<file path="config.mk">
export PLATFORM = sky130hd
export DESIGN_NAME = alu_issue_flat
export DESIGN_NICKNAME = d
export VERILOG_FILES = /design/src/rtl/alu_issue_if.sv /design/src/rtl/alu_issue.sv /design/src/flat_wrapper.sv
export SDC_FILE = /design/constraint.sdc
export NUM_CORES = 1
export LEC_CHECK = 0
export CORE_UTILIZATION = 46
export CTS_CLUSTER_DIAMETER = 30
export DETAILED_ROUTE_END_ITERATION = 7
export SLEW_MARGIN = 20
export SYNTH_ARGS = -nofsm -noshare
export SYNTH_HDL_FRONTEND = slang
export SYNTH_SLANG_ARGS = --single-unit
export TNS_END_PERCENT = 20
</file>
<file path="constraint.sdc">
create_clock -name clk -period 3.5 [get_ports clk]
set_input_delay 0.7 -clock clk [delete_from_list [all_inputs] [get_ports clk]]
set_output_delay 0.7 -clock clk [all_outputs]
set_load 0.01 [all_outputs]
</file>
<file path="src/rtl/alu_issue_if.sv">
// Interface bundle for alu_issue: instruction handshake, ALU drive/return,
// writeback and the debug register-read port.
interface alu_issue_if;
  logic        inst_valid;
  logic        inst_ready;
  logic [31:0] inst;
  logic [3:0]  alu_op;
  logic [31:0] alu_left;
  logic [31:0] alu_right;
  logic [31:0] alu_result;
  logic        wb_valid;
  logic [3:0]  wb_rd;
  logic [31:0] wb_data;
  logic [3:0]  dbg_sel;
  logic [31:0] dbg_data;

  // Issue/writeback controller side
  modport slave (
    input  inst_valid, inst, alu_result, dbg_sel,
    output inst_ready, alu_op, alu_left, alu_right,
           wb_valid, wb_rd, wb_data, dbg_data
  );

  // Decode stage / ALU / debug side
  modport master (
    output inst_valid, inst, alu_result, dbg_sel,
    input  inst_ready, alu_op, alu_left, alu_right,
           wb_valid, wb_rd, wb_data, dbg_data
  );
endinterface

</file>
<file path="src/rtl/alu_issue.sv">
// Issue/writeback controller for the CPU32 combinational ALU: latches operands
// from a 16x32 register file, holds them for the ALU, and writes the result back.
module alu_issue #(
  parameter int unsigned MUL_CYCLES = 3
) (
  input  logic        clk,
  input  logic        reset_n,
  alu_issue_if.slave  bus
);

  typedef enum logic [1:0] {
    S_IDLE  = 2'd0,
    S_EXEC  = 2'd1,
    S_MWAIT = 2'd2,
    S_WB    = 2'd3
  } state_t;

  localparam logic [3:0] OP_MUL   = 4'hF;
  localparam logic [3:0] MUL_LOAD = (MUL_CYCLES > 1) ? 4'(MUL_CYCLES - 2) : 4'd0;

  state_t      r_state;
  state_t      w_state_next;
  logic [31:0] r_regs [16];
  logic [3:0]  r_op;
  logic [3:0]  r_rd;
  logic [3:0]  r_cnt;
  logic [3:0]  w_cnt_next;
  logic [31:0] r_left;
  logic [31:0] r_right;
  logic [31:0] r_result;
  logic        w_capture;
  logic        w_ready;
  logic        w_accept;
  logic        w_wb;

  logic [3:0]  w_op;
  logic [3:0]  w_rd;
  logic [3:0]  w_ra;
  logic [3:0]  w_rb;
  logic        w_immsel;
  logic [31:0] w_imm;
  logic [31:0] w_ra_val;
  logic [31:0] w_rb_val;

  assign w_op     = bus.inst[31:28];
  assign w_rd     = bus.inst[27:24];
  assign w_ra     = bus.inst[23:20];
  assign w_rb     = bus.inst[19:16];
  assign w_immsel = bus.inst[15];
  assign w_imm    = {{17{bus.inst[14]}}, bus.inst[14:0]};

  assign w_wb     = (r_state == S_WB);
  assign w_ready  = reset_n && ((r_state == S_IDLE) || (r_state == S_WB));
  assign w_accept = bus.inst_valid && w_ready;

  // An accept in the WB cycle must see the value being written on that same edge.
  always_comb begin
    w_ra_val = r_regs[w_ra];
    w_rb_val = r_regs[w_rb];
    if (w_wb && (r_rd != 4'd0) && (w_ra == r_rd)) begin
      w_ra_val = r_result;
    end
    if (w_wb && (r_rd != 4'd0) && (w_rb == r_rd)) begin
      w_rb_val = r_result;
    end
  end

  always_comb begin
    w_state_next = r_state;
    w_cnt_next   = r_cnt;
    w_capture    = 1'b0;
    case (r_state)
      S_IDLE: begin
        if (w_accept) begin
          w_state_next = S_EXEC;
        end
      end
      S_EXEC: begin
        if ((r_op == OP_MUL) && (MUL_CYCLES > 1)) begin
          w_cnt_next   = MUL_LOAD;
          w_state_next = S_MWAIT;
        end else begin
          w_capture    = 1'b1;
          w_state_next = S_WB;
        end
      end
      S_MWAIT: begin
        if (r_cnt == 4'd0) begin
          w_capture    = 1'b1;
          w_state_next = S_WB;
        end else begin
          w_cnt_next = r_cnt - 4'd1;
        end
      end
      S_WB: begin
        w_state_next = w_accept ? S_EXEC : S_IDLE;
      end
      default: begin
        w_state_next = S_IDLE;
      end
    endcase
  end

  always_ff @(posedge clk or negedge reset_n) begin
    if (!reset_n) begin
      r_state  <= S_IDLE;
      r_cnt    <= 4'd0;
      r_op     <= 4'd0;
      r_rd     <= 4'd0;
      r_left   <= 32'd0;
      r_right  <= 32'd0;
      r_result <= 32'd0;
      for (int i = 0; i < 16; i++) begin
        r_regs[i] <= 32'd0;
      end
    end else begin
      r_state <= w_state_next;
      r_cnt   <= w_cnt_next;
      if (w_capture) begin
        r_result <= bus.alu_result;
      end
      if (w_accept) begin
        r_op    <= w_op;
        r_rd    <= w_rd;
        r_left  <= w_ra_val;
        r_right <= w_immsel ? w_imm : w_rb_val;
      end
      // r0 is never written, so it keeps its reset value of zero.
      if (w_wb && (r_rd != 4'd0)) begin
        r_regs[r_rd] <= r_result;
      end
    end
  end

  assign bus.inst_ready = w_ready;
  assign bus.alu_op     = r_op;
  assign bus.alu_left   = r_left;
  assign bus.alu_right  = r_right;
  assign bus.wb_valid   = w_wb;
  assign bus.wb_rd      = r_rd;
  assign bus.wb_data    = r_result;
  assign bus.dbg_data   = r_regs[bus.dbg_sel];

endmodule

</file>
<file path="src/flat_wrapper.sv">
// flat-port wrapper written by rule: the top's interface ports become plain ports
module alu_issue_flat 
#(
  parameter int unsigned MUL_CYCLES = 3
)
  (clk, reset_n, bus_inst_valid, bus_inst, bus_alu_result, bus_dbg_sel, bus_inst_ready, bus_alu_op, bus_alu_left, bus_alu_right, bus_wb_valid, bus_wb_rd, bus_wb_data, bus_dbg_data);
  alu_issue_if bus_i ();
  input  logic clk;
  input  logic reset_n;
  input wire logic [$bits(bus_i.inst_valid)-1:0] bus_inst_valid;
  input wire logic [$bits(bus_i.inst)-1:0] bus_inst;
  input wire logic [$bits(bus_i.alu_result)-1:0] bus_alu_result;
  input wire logic [$bits(bus_i.dbg_sel)-1:0] bus_dbg_sel;
  output wire logic [$bits(bus_i.inst_ready)-1:0] bus_inst_ready;
  output wire logic [$bits(bus_i.alu_op)-1:0] bus_alu_op;
  output wire logic [$bits(bus_i.alu_left)-1:0] bus_alu_left;
  output wire logic [$bits(bus_i.alu_right)-1:0] bus_alu_right;
  output wire logic [$bits(bus_i.wb_valid)-1:0] bus_wb_valid;
  output wire logic [$bits(bus_i.wb_rd)-1:0] bus_wb_rd;
  output wire logic [$bits(bus_i.wb_data)-1:0] bus_wb_data;
  output wire logic [$bits(bus_i.dbg_data)-1:0] bus_dbg_data;
  assign bus_i.inst_valid = bus_inst_valid;
  assign bus_i.inst = bus_inst;
  assign bus_i.alu_result = bus_alu_result;
  assign bus_i.dbg_sel = bus_dbg_sel;
  assign bus_inst_ready = bus_i.inst_ready;
  assign bus_alu_op = bus_i.alu_op;
  assign bus_alu_left = bus_i.alu_left;
  assign bus_alu_right = bus_i.alu_right;
  assign bus_wb_valid = bus_i.wb_valid;
  assign bus_wb_rd = bus_i.wb_rd;
  assign bus_wb_data = bus_i.wb_data;
  assign bus_dbg_data = bus_i.dbg_data;
  alu_issue #(.MUL_CYCLES(MUL_CYCLES)) u_core (.clk(clk), .reset_n(reset_n), .bus(bus_i));
endmodule
</file>
**Word level (Yosys, flattened, before mapping)**

Cells that the tools add are included.

- Register bits after elaboration: 622
- Bits of input ports: 71
- Logic and storage cells: 82

- Add/subtract/negate cells: 1
- Order comparisons: 5
- Eq/ne operators: 10
- Mux-type cells: 26
- Bitwise gates (word level): 4
- Reduce and logical (&&, ||, !) cells: 13

Operators with widths:

| cell | count |
|---|---|
| 512-bit bitwise mux | 1 |
| 32-bit binary-select mux with 4-bit select | 3 |
| 32-bit two-way mux | 10 |
| 32-bit demux with 4-bit select | 1 |
| 5-bit >= comparator, second input constant | 4 |
| 4-bit inverter with 5-bit output | 4 |
| 4-bit equality test | 2 |
| 4-bit two-way mux | 2 |
| 2-bit case mux with 4 select lines | 1 |
| 4-bit case mux with 2 select lines | 1 |
| 1-bit logical AND | 6 |
| 2-bit by 1-bit != test with 1-bit output, second input constant | 3 |
| 5-bit by 1-bit less-than comparator with 1-bit output, second input constant | 1 |
| 2-bit equality test, second input constant | 2 |
| 4-bit equality test, second input constant | 1 |
| 4-bit logical NOT | 1 |
| 1-bit two-way mux | 4 |
| 2-bit two-way mux | 2 |
| 4-bit nonzero test | 1 |
| 4-bit by 1-bit subtractor with 4-bit output, second input constant | 1 |
| 3-bit AND reduction | 1 |
| 2-bit by 1-bit equality test with 1-bit output, second input constant | 1 |
| 2-bit logical NOT | 1 |
| 2-bit != test, second input constant | 1 |
| other kinds (4) | 4 |

**Longest topological paths before layout**

Gate-level depths: netlist (run 1).

- Depth after elaboration: 6
- Mapped depth: 9

**Worst setup path before layout (run 1)**

OpenSTA, ideal clock, no wires.

- Kind: input to output
- Start point: in bus_dbg_sel[0]
- End point: out bus_dbg_data[11]
- Data arrival time: 2.307 ns
- Data required time: 2.800 ns
- Path slack: 0.493 ns
- Stages on the path: 4
- Path buffers: 2
- Cell sequence: buf_2 buf_2 mux4_2 mux4_2

- Word-level cells in the longest chain between the ends: 4

Ends and longest elaborated chain:

| element | line | source |
|---|---|---|
| from (decl) | flat_wrapper.sv:13 | `input wire logic [$bits(bus_i.dbg_sel)-1:0] bus_dbg_sel;` |
| 4-bit inverter with 5-bit output (not written as such) | alu_issue.sv:142 | `assign bus.dbg_data = r_regs[bus.dbg_sel];` |
| 32-bit binary-select mux with 4-bit select | alu_issue.sv:142 |  |
| 32-bit two-way mux (not written as such) (2 in a row) | alu_issue.sv:142 |  |
| to (decl) | flat_wrapper.sv:21 | `output wire logic [$bits(bus_i.dbg_data)-1:0] bus_dbg_data;` |

No other way between the ends. The select of a mux whose other input is x is not followed.

**Worst setup path in the final report (run 1)**

- Start point: in bus_dbg_sel[0]
- End point: out bus_dbg_data[18]

Same word-level chain as after synthesis.

==> results of run 1 <==
## per-stage QoR
stage / TNS (ns) / total power, W
finish: 0 / 0.0393
global placement: 0 / 0.0254
floorplan: 0 / 0.0208
detailed placement: 0 / 0.0259
CTS: 0 / 0.0394
global route: -0.0197 / 0.0411
## cell usage after synthesis, types with 5 or more instances
library cell / number / area [um^2]
sky130_fd_sc_hd__o211ai_1: 13 / 97.6
sky130_fd_sc_hd__mux4_2: 416 / 9370
sky130_fd_sc_hd__inv_1: 5 / 18.8
sky130_fd_sc_hd__nor2b_1: 38 / 238
sky130_fd_sc_hd__a221oi_1: 18 / 158
sky130_fd_sc_hd__a221o_1: 32 / 320
sky130_fd_sc_hd__buf_4: 10 / 75.1
sky130_fd_sc_hd__nand2_1: 72 / 270
sky130_fd_sc_hd__buf_1: 13 / 48.8
sky130_fd_sc_hd__o221ai_1: 18 / 158
sky130_fd_sc_hd__mux2_1: 23 / 259
sky130_fd_sc_hd__a21oi_1: 36 / 180
sky130_fd_sc_hd__clkbuf_1: 171 / 642
sky130_fd_sc_hd__o21ai_0: 16 / 80.1
sky130_fd_sc_hd__mux2_2: 503 / 5660
sky130_fd_sc_hd__ha_1: 7 / 87.6
sky130_fd_sc_hd__a22o_1: 19 / 166
sky130_fd_sc_hd__a211oi_1: 65 / 488
sky130_fd_sc_hd__dfrtp_1: 622 / 15600
sky130_fd_sc_hd__nor2_1: 15 / 56.3
sky130_fd_sc_hd__mux2i_1: 45 / 450
sky130_fd_sc_hd__a31oi_1: 14 / 87.6
sky130_fd_sc_hd__buf_2: 73 / 365
## timing repair
item                                   in CTS  in global routing
endpoints found under the hold margin      33                  0
setup endpoints to repair                   0                  3
gates resized for setup                     0                  2
hold buffers                                1                  0
## cell families after synthesis
logic type               Yosys count
AO/OA/AOI/OAI                    239
XOR/XNOR                           8
adder cells (fa/ha/maj)            7
buffers and inverters            276
flip-flops                       622
multiplexers                     987
AND/OR/NAND/NOR                  154
## sequential cells by signal, indices dropped and copies added (netlist names)
| register | flops |
|---|---|
| u_core.r_regs | 512 |
| u_core.bus.wb_data | 32 |
| u_core.bus.alu_op | 4 |
| u_core.r_state | 2 |
| u_core.bus.wb_rd | 4 |
| u_core.bus.alu_right | 32 |
| u_core.r_cnt | 4 |
| u_core.bus.alu_left | 32 |
## metal layers
layer	up-vias	share of wire	global-route usage	routed length, um
met2	1109	0.48	0.465	53600
met3	256	0.068	0.0585	7510
met4	0	0.037	0.124	4110
met1	12761	0.41	0.394	45400
met5	-	0	0	0
li1	9616	-	-	-
## power by group through the flow
stage,Clock (W),Combinational (W),Sequential (W)
after detailed placement,0,0.0119,0.0139
after global routing,0.0140,0.0127,0.0145
final,0.0134,0.0119,0.0140
after CTS,0.0136,0.0120,0.0139
after global placement,0,0.0116,0.0138
after floorplan,0,0.00839,0.0124
## final timing paths
path / slack, ns / cells after the start / startpoint / endpoint
max in group asynchronous: 1.35 / 4 / reset_n / u_core.r_regs[337]
min in group asynchronous: 0.49 / 2 / reset_n / u_core.bus.wb_rd[3]
worst min register to register: 0.41 / 0 / u_core.r_regs[481] / u_core.r_regs[481]
worst max register to register: 0.83 / 4 / u_core.bus.wb_rd[1] / u_core.r_regs[473]
worst min-delay path: 0.41 / 0 / u_core.r_regs[481] / u_core.r_regs[481]
worst max-delay path: 0.03 / 6 / bus_dbg_sel[0] / bus_dbg_data[18]
## critical path, delay by kind of cell
family / cells / cell delay, ns
muxes: 2 / 1.05
buffers and inverters: 4 / 0.99
## cell type report
| cell class | instances | area [um^2] |
|---|---|---|
| Tap cell | 978 | 1220 |
| Timing Repair Buffer | 328 | 3550 |
| Fill cell | 5846 | 32000 |
| Multi-Input combinational cell | 1395 | 18600 |
| Sequential cell | 622 | 15600 |
| Inverter | 5 | 18.8 |
| Clock inverter | 68 | 865 |
| Clock buffer | 183 | 3980 |
==> impl_metrics.sql, run 1 <==
INSERT INTO impl_metrics (metric_group, metric, value, unit) VALUES
('status', 'result_of_the_run', 'completed', ''),
('logic_synthesis', 'synth_ff_type', 'sky130_fd_sc_hd__dfrtp_1', ''),
('hold_path', 'hold_path.class', 'reg2reg', ''),
('sta', 'slew_headroom', '0.372', ''),
('job', 'timing.max_cap.violations', '0', ''),
('floorplanning', 'floorplan.core_area', '75800', 'um^2'),
('drt', 'post-route-drc-count', '0', ''),
('logic_synthesis', 'postSynthAreaPerCell', '15.4', 'um^2'),
('setup_path', 'crit_slowest_cell', 'sky130_fd_sc_hd__mux4_2', ''),
('sta', 'period_needed', '3.47', 'ns'),
('clocking', 'path_clk_slew', '0.04', 'ns'),
('floorplanning', 'initial_cell_density_of_the_core', '0.464', ''),
('sta', 'hold_viol', '0', ''),
('clocking', 'htreeDepth', '4', ''),
('drt', 'drt.antenna.violating_nets', '0', ''),
('setup_path', 'timing.setup.critical_path_class', 'in2out', ''),
('clocking', 'numClockSinks', '622', ''),
('logic_synthesis', 'synth-compound-area-share', '0.0512', ''),
('setup_path', 'max_stage_delay', '0.53', 'ns'),
('cells_and_area', 'final_core_utilization', '0.577', ''),
('grt', 'gr-usage-all-layers', '0.293', ''),
('placement', 'preCtsSetupSlack', '0.0244', 'ns'),
('sta', 'timing.hold.ws', '0.408', 'ns'),
('logic_synthesis', 'asyncSetResetFlopFracSynth', '1.00', ''),
('power', 'power.sequential.fraction', '0.357', ''),
('cells_and_area', 'synthToLayoutAreaGrowth', '24.3', '%'),
('cells_and_area', 'final_net_count', '2574', ''),
('logic_synthesis', 'yosys.area_share.adder', '0.00249', ''),
('power', 'net-switching-power', '0.0123', 'W'),
('clocking', 'worstSkewPairLatency', '0.70', 'ns'),
('floorplanning', 'dieArea', '77700', 'um^2'),
('grt', 'grt_first_pass_wirelength', '168', 'mm'),
('setup_path', 'setup.worst_path.end_class', 'output port', ''),
('sta', 'grt_setup_unrepaired', 'yes', ''),
('cells_and_area', 'layout.cells.non_filler', '3579', ''),
('logic_synthesis', 'synthesis.area', '35200', 'um^2'),
('power', 'vdd_ir_drop_max', '0.468', 'mV'),
('power', 'power.share.combinational', '0.303', ''),
('setup_path', 'cp_max_fo', '16', ''),
('sta', 'postLayoutSetupSlackWorst', '0.0341', 'ns'),
('clocking', 'ctsRootBufferMaster', 'sky130_fd_sc_hd__clkbuf_16', ''),
('power', 'power_switching_share', '0.314', ''),
('sta', 'worstMarginPinSlew', '0.941', 'ns'),
('logic_synthesis', 'synth.mux.area_fraction', '0.447', ''),
('cells_and_area', 'post_route_cells_drive_above_1_share', '0.502', ''),
('setup_path', 'critical_path.startpoint_type', 'primary input', ''),
('cells_and_area', 'post-route-cell-area', '43800', 'um^2'),
('logic_synthesis', 'synth_cell_types', '45', ''),
('drt', 'first_pass_iteration_count_of_the_detailed_router', '5', ''),
('clocking', 'cts_made_buffers', '144', ''),
('power', 'intPower', '0.0269', 'W'),
('clocking', 'cts_tree', 'yes', ''),
('logic_synthesis', 'synth_enable_flop_cells', '0', ''),
('sta', 'period_share', '0.990', ''),
('placement', 'dp_hpwl', '67.3', 'mm'),
('power', 'pwr_density_cell', '897', 'nW/um^2'),
('sta', 'achievable-frequency', '289', 'MHz'),
('placement', 'port_buffers', '208', ''),
('drt', 'detailedRoute.firstIterationViolations', '2138', ''),
('sta', 'finalSetupViolations', '0', ''),
('power', 'pwr-share-clk', '0.341', ''),
('sta', 'pins_over_their_slew_limit', '0', ''),
('floorplanning', 'row_count', '101', ''),
('logic_synthesis', 'yosys_warnings', '0', ''),
('cells_and_area', 'insertedDiodeCount', '0', ''),
('drt', 'totalWireLength', '111', 'mm'),
('power', 'static_leakage', '18.4', 'nW'),
('cells_and_area', 'mostFrequentLayoutCell', 'sky130_fd_sc_hd__dfrtp_1', ''),
('logic_synthesis', 'post_synth_inst_count', '2293', ''),
('drt', 'vias', '23742', ''),
('setup_path', 'worst-endpoint-required', '2.80', 'ns');
Note: power is estimated with default switching activity, not from simulation.
==> run 2: changes to the inputs <==
--- a/config.mk
+++ b/config.mk
@@ -8,6 +8,7 @@
 export CORE_UTILIZATION = 46
 export CTS_CLUSTER_DIAMETER = 30
 export DETAILED_ROUTE_END_ITERATION = 7
+export MAX_ROUTING_LAYER = met4
 export SLEW_MARGIN = 20
 export SYNTH_ARGS = -nofsm -noshare
 export SYNTH_HDL_FRONTEND = slang
==> run 2 against run 1 <==
  * Sequential share of layout area barely moved
  * Largest power group unchanged
  * Die area is the same
  * Highest routed layer unchanged
  * Global-route usage grew 0.89 points
  * Critical path type unchanged
==> impl_metrics.sql, run 2 (same netlist as run 1, synthesis figures left out) <==
INSERT INTO impl_metrics (metric_group, metric, value, unit) VALUES
('status', 'result_of_the_run', 'completed', ''),
('sta', 'postLayoutSetupSlackWorst', '0.0336', 'ns'),
('grt', 'grt_max_degree', '167', ''),
('clocking', 'worstSkewPairLatency', '0.70', 'ns'),
('sta', 'period_needed', '3.47', 'ns'),
('placement', 'port_buffers', '208', ''),
('clocking', 'ctsRootBufferMaster', 'sky130_fd_sc_hd__clkbuf_16', ''),
('grt', 'grt-ovfl-total', '0', ''),
('power', 'vdd_ir_drop_max', '0.466', 'mV'),
('drt', 'detailedRoute.firstIterationViolations', '2196', ''),
('clocking', 'cts_tree', 'yes', ''),
('setup_path', 'critical_path.startpoint_type', 'primary input', ''),
('grt', 'grt_first_pass_wirelength', '168', 'mm'),
('sta', 'period_share', '0.990', ''),
('drt', 'route.detailed.vias_per_inst', '6.67', ''),
('grt', 'gr-usage-all-layers', '0.301', ''),
('job', 'timing.max_cap.violations', '0', ''),
('cells_and_area', 'synthToLayoutAreaGrowth', '24.4', '%'),
('floorplanning', 'row_count', '101', ''),
('floorplanning', 'initial_cell_density_of_the_core', '0.464', ''),
('setup_path', 'cp_max_fo', '11', ''),
('sta', 'finalSetupViolations', '0', ''),
('placement', 'preCtsSetupSlack', '0.0244', 'ns'),
('drt', 'routedWlPerCell', '30.9', 'um'),
('grt', 'antenna_found_initial', '0', ''),
('power', 'pwr_density_cell', '897', 'nW/um^2'),
('sta', 'hold_viol', '0', ''),
('sta', 'achievable-frequency', '288', 'MHz'),
('cells_and_area', 'layout_common_cells', '622 x sky130_fd_sc_hd__dfrtp_1, 503 x sky130_fd_sc_hd__mux2_2, 416 x sky130_fd_sc_hd__mux4_2', ''),
('drt', 'totalWireLength', '111', 'mm'),
('floorplanning', 'dieArea', '77700', 'um^2'),
('cells_and_area', 'mostFrequentLayoutCell', 'sky130_fd_sc_hd__dfrtp_1', ''),
('clocking', 'postCtsSetupBuffers', '0', ''),
('cells_and_area', 'post_route_cells_drive_above_1_share', '0.502', ''),
('clocking', 'path_clk_slew', '0.04', 'ns'),
('cells_and_area', 'largest_register_ff_count', '512', ''),
('sta', 'slew_headroom', '0.371', ''),
('floorplanning', 'num_io_pins', '209', ''),
('hold_path', 'hold_path.class', 'reg2reg', ''),
('cells_and_area', 'final_core_utilization', '0.578', ''),
('drt', 'drt.antenna.violating_nets', '0', ''),
('drt', 'first_pass_iteration_count_of_the_detailed_router', '5', ''),
('cells_and_area', 'nFillCells', '5845', ''),
('power', 'static_leakage', '18.4', 'nW'),
('grt', 'first_global_vias', '25301', ''),
('sta', 'worstMarginPinSlew', '0.944', 'ns'),
('sta', 'grt_setup_unrepaired', 'no', ''),
('cells_and_area', 'final_net_count', '2574', ''),
('sta', 'pins_over_their_slew_limit', '0', ''),
('setup_path', 'setup.worst_path.end_class', 'output port', ''),
('sta', 'setup-tns-final', '0', 'ns'),
('cells_and_area', 'largest_register', 'u_core.r_regs', ''),
('drt', 'vias', '23870', ''),
('floorplanning', 'floorplan.core_area', '75800', 'um^2'),
('clocking', 'numClockSinks', '622', ''),
('drt', 'post-route-drc-count', '0', ''),
('floorplanning', 'die_height', '279', 'um'),
('setup_path', 'worst-endpoint-required', '2.80', 'ns'),
('setup_path', 'crit_arrival', '2.77', 'ns'),
('sta', 'skew', '0.0280', 'ns'),
('setup_path', 'timing.setup.critical_path_class', 'in2out', ''),
('placement', 'dp_hpwl', '67.3', 'mm'),
('clocking', 'ctsLongestPathBuffers', '3', ''),
('cells_and_area', 'insertedDiodeCount', '0', ''),
('floorplanning', 'die_x', '279', 'um'),
('clocking', 'htreeDepth', '4', ''),
('placement', 'globalplace.congestion', '0.870', ''),
('clocking', 'cts_made_buffers', '144', '');
-- run 2: repair_timing --
| action | 4_1_cts | 5_1_grt |
|---|---|---|
| hold endpoints to repair | 33 | 0 |
| gates resized for setup | 0 | 4 |
| endpoints found under the setup margin | 0 | 3 |
| hold buffers | 1 | 0 |
-- run 2: cell type report --
type                       instances  area (um^2)  area share
timing repair buffer             328         3560      0.0812
clock buffer                     183         3980      0.0910
clock inverter                    68          865      0.0197
multi-input combinational       1395        18600       0.424
inverter                           5         18.8    0.000429
sequential                       622        15600       0.355
tap                              978         1220      0.0279
-- run 2: report_power, final --
| part | switching, W | leakage [nW] | total (W) | internal [W] |
|---|---|---|---|---|
| registers | 0.00387 | 8.02 | 0.0140 | 0.0101 |
| logic | 0.00430 | 8.02 | 0.0119 | 0.00759 |
| clock network | 0.00418 | 2.35 | 0.0134 | 0.00920 |
| total | 0.0124 | 18.4 | 0.0393 | 0.0269 |
-- run 2: final timing paths --
| kind | cells after the start | to | slack [ns] | from |
|---|---|---|---|---|
| setup / recovery | 6 | bus_dbg_data[21] | 0.03 | bus_dbg_sel[0] |
| hold / removal | 0 | u_core.r_regs[481] | 0.41 | u_core.r_regs[481] |
| setup reg to reg | 4 | u_core.r_regs[473] | 0.81 | u_core.bus.wb_rd[1] |
| hold reg to reg | 0 | u_core.r_regs[481] | 0.41 | u_core.r_regs[481] |
| max in group asynchronous | 4 | u_core.r_regs[337] | 1.35 | reset_n |
| min in group asynchronous | 2 | u_core.bus.wb_data[2] | 0.49 | reset_n |
-- run 2: stage by stage --
stage	total power [W]	area, um^2	hold slack [ns]	cells
floorplan	0.0208	35200	0.404	2293
global placement	0.0254	38900	0.404	3327
detailed placement	0.0259	38900	0.403	3327
CTS	0.0394	43800	0.411	3579
global route	0.0411	43800	0.429	3579
finish	0.0393	43800	0.407	3579
-- run 2: per-layer routing --
metal | global-route usage | vias to the layer above | wire (um)
met5 | - | - | 0
met4 | 0.125 | 0 | 4170
met3 | 0.0578 | 265 | 7780
met2 | 0.465 | 1143 | 53500
met1 | 0.393 | 12837 | 45200
li1 | - | 9625 | -
-- run 2: worst max-delay path: stages --
cell                              delay [ns]
sky130_fd_sc_hd__clkbuf_8               0.14
sky130_fd_sc_hd__buf_12                 0.17
sky130_fd_sc_hd__buf_12                 0.16
sky130_fd_sc_hd__mux4_2                 0.50
sky130_fd_sc_hd__mux4_2                 0.55
sky130_fd_sc_hd__clkdlybuf4s50_1        0.52
==> run 3: changes to the inputs <==
--- a/config.mk
+++ b/config.mk
@@ -5,10 +5,11 @@
 export SDC_FILE = /design/constraint.sdc
 export NUM_CORES = 1
 export LEC_CHECK = 0
-export CORE_UTILIZATION = 46
+export CORE_UTILIZATION = 61
 export CTS_CLUSTER_DIAMETER = 30
 export DETAILED_ROUTE_END_ITERATION = 7
 export MAX_ROUTING_LAYER = met4
+export PLACE_DENSITY = 0.81
 export SLEW_MARGIN = 20
 export SYNTH_ARGS = -nofsm -noshare
 export SYNTH_HDL_FRONTEND = slang
==> run 3 against run 2 <==
  * Non-clock buffer count shrank 19
  * Sequential power is essentially flat
  * Register-to-register slack lost 0.06 ns
  * Critical path type unchanged
  * First-iteration DRC count grew 19%
  * Clock power shrank 12%
==> impl_metrics.sql, run 3 (same netlist as run 1, synthesis figures left out) <==
INSERT INTO impl_metrics (metric_group, metric, value, unit) VALUES
('grt', 'first_global_vias', '26064', ''),
('cells_and_area', 'nFillCells', '3283', ''),
('sta', 'grt_setup_unrepaired', 'yes', ''),
('hold_path', 'hold_path.class', 'reg2reg', ''),
('grt', 'grt-ovfl-total', '0', ''),
('setup_path', 'cp_max_fo', '29', ''),
('sta', 'period_share', '0.991', ''),
('cells_and_area', 'largest_register', 'u_core.r_regs', ''),
('power', 'total_power', '0.0378', 'W'),
('sta', 'slew_headroom', '0.271', ''),
('clocking', 'ctsLongestPathBuffers', '3', ''),
('drt', 'route.detailed.vias_per_inst', '7.41', ''),
('setup_path', 'crit_arrival', '2.77', 'ns'),
('drt', 'detailedRoute.firstIterationViolations', '2609', ''),
('grt', 'grt_first_pass_wirelength', '163', 'mm'),
('clocking', 'path_clk_slew', '0.05', 'ns'),
('power', 'power_switching_share', '0.325', ''),
('grt', 'gr-usage-all-layers', '0.382', ''),
('clocking', 'numClockSinks', '622', ''),
('clocking', 'worstSkewPairLatency', '0.67', 'ns'),
('sta', 'pins_over_their_slew_limit', '0', ''),
('drt', 'first_pass_iteration_count_of_the_detailed_router', '5', ''),
('job', 'timing.max_cap.violations', '0', ''),
('floorplanning', 'row_count', '87', ''),
('floorplanning', 'die_x', '242', 'um'),
('drt', 'totalWireLength', '106', 'mm'),
('placement', 'port_buffers', '208', ''),
('floorplanning', 'floorplan.core_area', '56700', 'um^2'),
('sta', 'hold_viol', '0', ''),
('power', 'vdd_ir_drop_max', '0.644', 'mV'),
('placement', 'dp_hpwl', '62.2', 'mm'),
('setup_path', 'worst-endpoint-required', '2.80', 'ns'),
('setup_path', 'critical_path.startpoint_type', 'primary input', ''),
('cells_and_area', 'mostFrequentLayoutCell', 'sky130_fd_sc_hd__dfrtp_1', ''),
('cells_and_area', 'post-route-cell-area', '42600', 'um^2'),
('sta', 'worstMarginPinSlew', '1.09', 'ns'),
('setup_path', 'setup.worst_path.end_class', 'output port', ''),
('sta', 'finalSetupViolations', '0', ''),
('placement', 'dpl-instance-area', '38300', 'um^2'),
('power', 'static_leakage', '18.0', 'nW'),
('clocking', 'cts_made_buffers', '121', ''),
('clocking', 'ctsRootBufferMaster', 'sky130_fd_sc_hd__clkbuf_16', ''),
('floorplanning', 'initial_cell_density_of_the_core', '0.621', ''),
('power', 'pwr_density_cell', '887', 'nW/um^2'),
('cells_and_area', 'largest_register_ff_count', '512', ''),
('power', 'intPower', '0.0255', 'W'),
('power', 'power.share.combinational', '0.317', ''),
('grt', 'grt_max_degree', '156', ''),
('clocking', 'cts_tree', 'yes', ''),
('placement', 'globalplace.congestion', '0.897', ''),
('clocking', 'htreeDepth', '3', ''),
('cells_and_area', 'layout_common_cells', '622 x sky130_fd_sc_hd__dfrtp_1, 503 x sky130_fd_sc_hd__mux2_2, 416 x sky130_fd_sc_hd__mux4_2', ''),
('drt', 'routedWlPerCell', '32.0', 'um'),
('floorplanning', 'dieArea', '58700', 'um^2'),
('drt', 'post-route-drc-count', '0', ''),
('sta', 'achievable-frequency', '288', 'MHz'),
('status', 'result_of_the_run', 'completed', ''),
('grt', 'antenna_found_initial', '1', ''),
('power', 'power.sequential.fraction', '0.371', ''),
('sta', 'skew', '0.0297', 'ns'),
('floorplanning', 'die_height', '242', 'um'),
('cells_and_area', 'final_net_count', '2532', ''),
('power', 'pwr-share-clk', '0.312', ''),
('floorplanning', 'num_io_pins', '209', ''),
('power', 'net-switching-power', '0.0123', 'W'),
('cells_and_area', 'synthToLayoutAreaGrowth', '21.1', '%'),
('cells_and_area', 'post_route_cells_drive_above_1_share', '0.494', ''),
('drt', 'drt.antenna.violating_nets', '0', ''),
('setup_path', 'timing.setup.critical_path_class', 'in2out', ''),
('sta', 'period_needed', '3.47', 'ns'),
('drt', 'vias', '24591', '');
## run 3: cell count changes in the layout (fill, tap and decap cells not counted), moves of 5 or more
cell,delta
sky130_fd_sc_hd__clkdlybuf4s50_1,-7
sky130_fd_sc_hd__clkinv_2,-9
sky130_fd_sc_hd__clkinv_4,+5
sky130_fd_sc_hd__buf_4,-9
sky130_fd_sc_hd__dlymetal6s2s_1,+7
sky130_fd_sc_hd__clkbuf_16,-23
sky130_fd_sc_hd__buf_12,-11
## run 3: path summary, 6_finish.rpt
check | slack, ns | startpoint | depth (start not counted) | end
worst min register to register | 0.42 | u_core.r_regs[504] | 0 | u_core.r_regs[504]
worst max register to register | 0.75 | u_core.r_state[0] | 5 | u_core.r_regs[239]
worst max-delay path | 0.03 | bus_dbg_sel[0] | 5 | bus_dbg_data[27]
max in group asynchronous | 1.23 | reset_n | 4 | u_core.r_regs[401]
min in group asynchronous | 0.51 | reset_n | 2 | u_core.bus.alu_op[1]
worst min-delay path | 0.42 | u_core.r_regs[504] | 0 | u_core.r_regs[504]
## run 3: area by class of cell
cell class / count / area, um^2 / share of cell area
sequential: 622 / 15600 / 0.365
clock inverter: 67 / 800 / 0.0187
timing repair buffer: 309 / 3300 / 0.0775
tap: 756 / 946 / 0.0222
antenna: 1 / 2.50 / 0.0000587
inverter: 5 / 18.8 / 0.000440
clock buffer: 162 / 3440 / 0.0806
multi-input combinational: 1395 / 18600 / 0.436
## run 3: per-layer routing
metal / up-vias / share of wire / wire [um] / GRT usage
met3: 460 / 0.10 / 11100 / 0.100
li1: 9539 / - / - / -
met2: 1767 / 0.48 / 51300 / 0.584
met5: - / 0 / 0 / -
met4: 0 / 0.062 / 6550 / 0.206
met1: 12825 / 0.35 / 37200 / 0.469
## run 3: critical path, cell delays in order
cell and delay, ns:
sky130_fd_sc_hd__clkbuf_8 0.19, sky130_fd_sc_hd__buf_12 0.26, sky130_fd_sc_hd__mux4_2 0.53, sky130_fd_sc_hd__mux4_2 0.54, sky130_fd_sc_hd__clkdlybuf4s50_1 0.51
## run 3: timing repair
action                                 CTS  global route
hold buffers                             1             0
buffers inserted                         2             0
endpoints found under the hold margin   26             0
pin swaps                                0             0
setup endpoints to repair                8            12
gates resized for setup                  1            11
## run 3: power by group through the flow
stage,combinational (W),sequential (W),clock (W)
after floorplan,0.00839,0.0124,0
after global placement,0.0114,0.0136,0
after detailed placement,0.0118,0.0138,0
after CTS,0.0120,0.0138,0.0119
after global routing,0.0126,0.0144,0.0123
final,0.0120,0.0140,0.0118
## run 3: metrics by stage
step                      hold slack (ns)  std cells  utilization  worst slack, ns  TNS (ns)
after floorplan                     0.404       2293            -            0.493         0
after global placement              0.399       3084        0.676          0.00390         0
after detailed placement            0.405       3084        0.676          -0.0142   -0.0513
after CTS                           0.415       3316        0.751          0.00778         0
after global routing                0.431       3317        0.752          -0.0188   -0.0297
final                               0.419       3317        0.752           0.0324         0
